File: src/rtl/uart_rx_param.sv
// Parametrised UART receiver.
// The rx line is synchronised, the start bit is checked at mid-bit, and the
// data, optional parity and stop bits are sampled once per bit period.
// Each completed frame updates data and the error flags together and raises
// data_valid for one cycle. A frame with a low final stop bit parks the FSM in
// BREAK until the line returns high.
module uart_rx_param #(
  parameter int CLKS_PER_BIT = 7,
  parameter int DATA_BITS    = 8,
  parameter int PARITY       = 0,
  parameter int STOP_BITS    = 1,
  parameter int SYNC_STAGES  = 2
) (
  input  logic                 clk,
  input  logic                 reset,
  input  logic                 rx,
  output logic [DATA_BITS-1:0] data,
  output logic                 data_valid,
  output logic                 parity_err,
  output logic                 frame_err,
  output logic                 busy
);

  localparam int CW = $clog2(CLKS_PER_BIT);
  localparam int BW = $clog2(DATA_BITS + 1);
  // Start-bit check lands H cycles after the first low cycle; the counter
  // starts at 0 on the cycle after it, so it matches at H-1.
  localparam logic [CW-1:0] HALF_LAST = CW'((CLKS_PER_BIT - 1) / 2 - 1);
  localparam logic [CW-1:0] BIT_LAST  = CW'(CLKS_PER_BIT - 1);
  localparam logic [BW-1:0] DATA_LAST = BW'(DATA_BITS - 1);
  localparam logic [BW-1:0] STOP_LAST = BW'(STOP_BITS - 1);

  typedef enum logic [2:0] {
    S_IDLE,
    S_START,
    S_DATA,
    S_PARITY,
    S_STOP,
    S_BREAK
  } state_t;

  state_t                 state;
  logic [SYNC_STAGES-1:0] sync_reg;
  logic                   rx_s;
  logic [CW-1:0]          cnt;
  logic [BW-1:0]          bit_cnt;
  logic [DATA_BITS-1:0]   shift_reg;
  logic                   parity_bad;
  logic                   stop_bad;
  logic                   tick;
  logic                   stop_low;

  assign rx_s     = sync_reg[SYNC_STAGES-1];
  assign tick     = (cnt == BIT_LAST);
  assign stop_low = stop_bad | ~rx_s;

  // Multi-flop synchroniser on the asynchronous rx pin; idles high.
  always_ff @(posedge clk) begin
    if (reset) begin
      sync_reg <= '1;
    end else begin
      sync_reg <= {sync_reg[SYNC_STAGES-2:0], rx};
    end
  end

  // Receive FSM: bit timing, shifting, parity/stop checks and registered outputs.
  always_ff @(posedge clk) begin
    if (reset) begin
      state      <= S_IDLE;
      cnt        <= '0;
      bit_cnt    <= '0;
      shift_reg  <= '0;
      parity_bad <= 1'b0;
      stop_bad   <= 1'b0;
      data       <= '0;
      data_valid <= 1'b0;
      parity_err <= 1'b0;
      frame_err  <= 1'b0;
      busy       <= 1'b0;
    end else begin
      data_valid <= 1'b0;
      case (state)
        S_IDLE: begin
          if (!rx_s) begin
            state <= S_START;
            cnt   <= '0;
            busy  <= 1'b1;
          end
        end

        S_START: begin
          if (cnt == HALF_LAST) begin
            cnt        <= '0;
            bit_cnt    <= '0;
            parity_bad <= 1'b0;
            stop_bad   <= 1'b0;
            if (rx_s) begin
              // Line went back high before mid-bit: a glitch, not a start bit.
              state <= S_IDLE;
              busy  <= 1'b0;
            end else begin
              state <= S_DATA;
            end
          end else begin
            cnt <= cnt + CW'(1);
          end
        end

        S_DATA: begin
          if (tick) begin
            cnt       <= '0;
            shift_reg <= {rx_s, shift_reg[DATA_BITS-1:1]};
            if (bit_cnt == DATA_LAST) begin
              bit_cnt <= '0;
              state   <= (PARITY != 0) ? S_PARITY : S_STOP;
            end else begin
              bit_cnt <= bit_cnt + BW'(1);
            end
          end else begin
            cnt <= cnt + CW'(1);
          end
        end

        S_PARITY: begin
          if (tick) begin
            cnt   <= '0;
            state <= S_STOP;
            // Odd parity wants an overall XOR of 1, even parity wants 0.
            parity_bad <= (PARITY == 1) ? ~(^shift_reg ^ rx_s) : (^shift_reg ^ rx_s);
          end else begin
            cnt <= cnt + CW'(1);
          end
        end

        S_STOP: begin
          if (tick) begin
            cnt <= '0;
            if (bit_cnt == STOP_LAST) begin
              data       <= shift_reg;
              data_valid <= 1'b1;
              parity_err <= (PARITY != 0) && parity_bad;
              frame_err  <= stop_low;
              if (stop_low && !rx_s) begin
                // Line is still low after the frame: wait for it to release.
                state <= S_BREAK;
              end else begin
                state <= S_IDLE;
                busy  <= 1'b0;
              end
            end else begin
              bit_cnt  <= bit_cnt + BW'(1);
              stop_bad <= stop_low;
            end
          end else begin
            cnt <= cnt + CW'(1);
          end
        end

        S_BREAK: begin
          if (rx_s) begin
            state <= S_IDLE;
            busy  <= 1'b0;
          end
        end

        default: begin
          state <= S_IDLE;
          busy  <= 1'b0;
        end
      endcase
    end
  end

endmodule

File: config.mk
export PLATFORM = sky130hd
export DESIGN_NAME = uart_rx_param
export DESIGN_NICKNAME = d
export VERILOG_FILES = /design/src/rtl/uart_rx_param.sv
export SDC_FILE = /design/constraint.sdc
export NUM_CORES = 1
export LEC_CHECK = 0
export BUFFER_PORTS_ARGS = -buffer_cell sky130_fd_sc_hd__clkbuf_2
export CORE_UTILIZATION = 55
export DETAILED_ROUTE_END_ITERATION = 12
export HOLD_SLACK_MARGIN = 0.02
export PLACE_DENSITY = 0.75
export SYNTH_ARGS = -nofsm -noshare
export SYNTH_HDL_FRONTEND = slang
export SYNTH_SLANG_ARGS = --single-unit
File: constraint.sdc
create_clock -name clk -period 4.9 [get_ports clk]
set_input_delay 0.98 -clock clk [delete_from_list [all_inputs] [get_ports clk]]
set_output_delay 0.98 -clock clk [all_outputs]
set_load 0.01 [all_outputs]
==> results.py <==
metrics = {
    "job": {
        "cap_violations": 0,
    },
    "sta": {
        "max_freq_mhz": 465.2,
        "min_period_ns": 2.149,
        "final.setup.tns_ns": 0,
        "worst_pin_slew_ns": 0.6125,
        "rsz0062_at_grt": "false",
        "slew_headroom_pct": 59.17,
        "clock_skew_ns": 0.006856,
        "setup-violations-final": 0,
        "finalCritPeriodShare_pct": 43.87,
        "hold_viol_final": 0,
        "slew_violations": 0,
    },
    "placement": {
        "hpwl_mm": 1.992,
        "portBuffers": 13,
        "dp.cells": 213,
        "place_area_um2": 1615,
        "routabilityCongestion": 0.8559,
    },
    "clock_tree": {
        "htreeDepth": 2,
        "cts-root-buf": "clkbuf_4",
        "post_cts_buffers": 0,
        "tritoncts": "yes",
        "numClockSinks": 32,
        "clk_pin_slew_ns": 0.10,
        "cts_buffer_depth": 2,
        "cts.hold.buffers_added": 0,
        "numCtsBuffers": 5,
        "cts_resized": 0,
        "clk_latency_ns": 0.34,
    },
    "floorplanning": {
        "row_count": 19,
        "die_x_um": 55.41,
        "coreArea_um2": 2734,
        "ios": 15,
        "fp.dieH_um": 55.41,
        "dieArea_um2": 3070,
        "start_util_pct": 57.39,
    },
    "min_path": {
        "min_to": "data[3]",
        "hold_class": "flop to flop",
        "min_from": "data[3]",
        "hold-path-cell-count": 2,
    },
    "grt": {
        "antenna_found_initial": 0,
        "grt_pass1_wl_mm": 5.037,
        "grt_overflow": 0,
        "grt_max_degree": 34,
        "first_global_vias": 1145,
        "grt_util_all_layers_pct": 21.21,
    },
    "synth": {
        "yosys.area_share.simple_pct": 28.47,
        "synth_compound_gate_area_share_pct": 17.86,
        "synth_largest_area_cell": "dfxtp_1",
        "synth_fa_ha_area_share_pct": 1.595,
        "syn-cell-area_um2": 1569,
        "synth_top_family_by_area": "simple AND/OR/NAND/NOR gates",
        "async_flop_share_pct": 0,
        "ys_seq_area_share_pct": 40.83,
        "ys_ff_latch": 32,
        "synth_xor_area_share_pct": 0,
        "ys.warnings.count": 0,
        "synth-main-ff-cell": "dfxtp_1",
        "syn-num-nets": 186,
        "syn_area_per_cell_um2": 8.669,
        "synth_mux_area_share_pct": 6.380,
        "synth_cell_types": 45,
        "synth-edff-count": 0,
        "synth_cells": 181,
        "ys_top_cells_by_area": "dfxtp_1 (41%), mux2i_1 (6.4%), a21oi_1 (6.1%), nand2_1 (5.5%), nor2_1 (4.3%)",
        "yosysTopAreaCellShare_pct": 40.83,
    },
    "routing": {
        "first_iter_violations": 41,
        "drt_pass1_iterations": 4,
        "wire_per_inst_um": 12.72,
        "antenna_left": 0,
        "drc": 0,
        "routed_wl_mm": 2.811,
        "viasPerCell": 5.729,
        "vias": 1266,
    },
    "final_layout": {
        "syn_to_final_growth_pct": 7.815,
        "n_antenna_cell": 0,
        "nFillCells": 262,
        "fin_area_um2": 1692,
        "fin_util_pct": 61.88,
        "final_nets": 194,
        "instances_no_fill": 221,
        "drive_above_1_share_pct": 15.79,
    },
    "critical_path": {
        "crit_required_ns": 5.16,
        "timing.rr.start": "state[0]",
        "critical_path_class": "flop to flop",
        "crit_path_end_kind": "flop",
        "r2r-end": "state[1]",
        "cp.arrival_ns": 2.41,
        "reg2regPathDepth": 5,
        "path_max_fanout": 18,
        "r2r_slack_ns": 2.75,
        "start_kind": "flop",
    },
    "power": {
        "total_power_mw": 0.5228,
        "ir_drop_mv": 0.3321,
        "cellLeakagePower_nw": 0.6129,
        "p_per_area_nw_per_um2": 309.1,
    },
    "run_status": {
        "status": "completed",
    },
}
how the worst max path moves through the flow:
stage	slack, ns	end	from
after floorplan	2.98	state[1]	bit_cnt[0]
after CTS	2.76	state[1]	state[0]
after global placement	2.87	state[1]	state[0]
after detailed placement	2.79	state[1]	state[0]
final	2.75	state[1]	state[0]
after global routing	2.62	state[1]	state[0]
cell families after synthesis:
| kind of cell | after synthesis |
|---|---|
| compound gates | 39 |
| simple gates | 81 |
| buf+inv | 16 |
| fa+ha+maj | 2 |
| other cells | 1 |
| flops | 32 |
| mux | 10 |
per-layer routing:
layer	up-vias	wire length (um)	global-route usage (%)	part of all wire (%)
met5	-	0	0	0
met4	0	85	13.93	3.0
met3	9	92	4.918	3.3
met2	23	1354	34.60	48
met1	584	1278	24.81	45
li1	650	-	-	-
Yosys cell counts (2+ instances only):
library cell / instances
buf_2: 4
nand4b_1: 2
clkbuf_1: 6
nand3_1: 3
nor2_1: 18
ha_1: 2
nand2b_1: 7
nand2_1: 23
or2_2: 2
o21ai_0: 5
nor2b_1: 4
nor3b_1: 3
nor3_1: 4
o2111ai_1: 2
dfxtp_1: 32
or3b_4: 2
buf_4: 2
nor4b_1: 2
a21oi_1: 19
or3_1: 2
mux2i_1: 10
inv_1: 4
layout by cell type, fill, tap and decap left out, drive strengths merged, types with 2 or more instances in the layout:
master and instances:
mux2i 10, nand2 23, clkbuf 19, nor4b 2
nand2b 7, nor2 18, nand3 3, dfxtp 32
a21oi 21, inv 4, nor3b 3, ha 2
or3b 3, or2 3, nand4b 2, or3 2
o211ai 2, nor3 4, o2111ai 2, nor2b 4
a21bo 2, o21ai 5
stage by stage:
stage | hold WS [ns] | setup WS (ns)
after floorplan | 0.3895 | 2.982
after global placement | 0.3984 | 2.873
after detailed placement | 0.4312 | 2.785
after CTS | 0.4568 | 2.756
after global routing | 0.4679 | 2.617
final | 0.4553 | 2.751
power by group:
group	internal (mW)	total (mW)	switching, mW
Combinational	0.0221	0.0484	0.0264
Sequential	0.265	0.278	0.0125
Clock	0.107	0.197	0.0898
final cells by class:
type / instances / area (um2) / share of cell area (%)
multi-input cells: 133 / 855.8 / 50.59
flip-flops and latches: 32 / 640.6 / 37.87
repair buffers: 13 / 65.06 / 3.846
clock buffers: 6 / 41.29 / 2.441
well taps: 31 / 38.79 / 2.293
clock inverters: 2 / 35.03 / 2.071
inverters: 4 / 15.01 / 0.8876
critical path, cell delays in order (launching register included):
cell      delay [ns]
dfxtp_1         0.65
or3b_4          0.46
a21oi_4         0.20
o211ai_4        0.12
or4b_1          0.48
a21oi_1         0.15
Power figures use the tool's default switching activity.
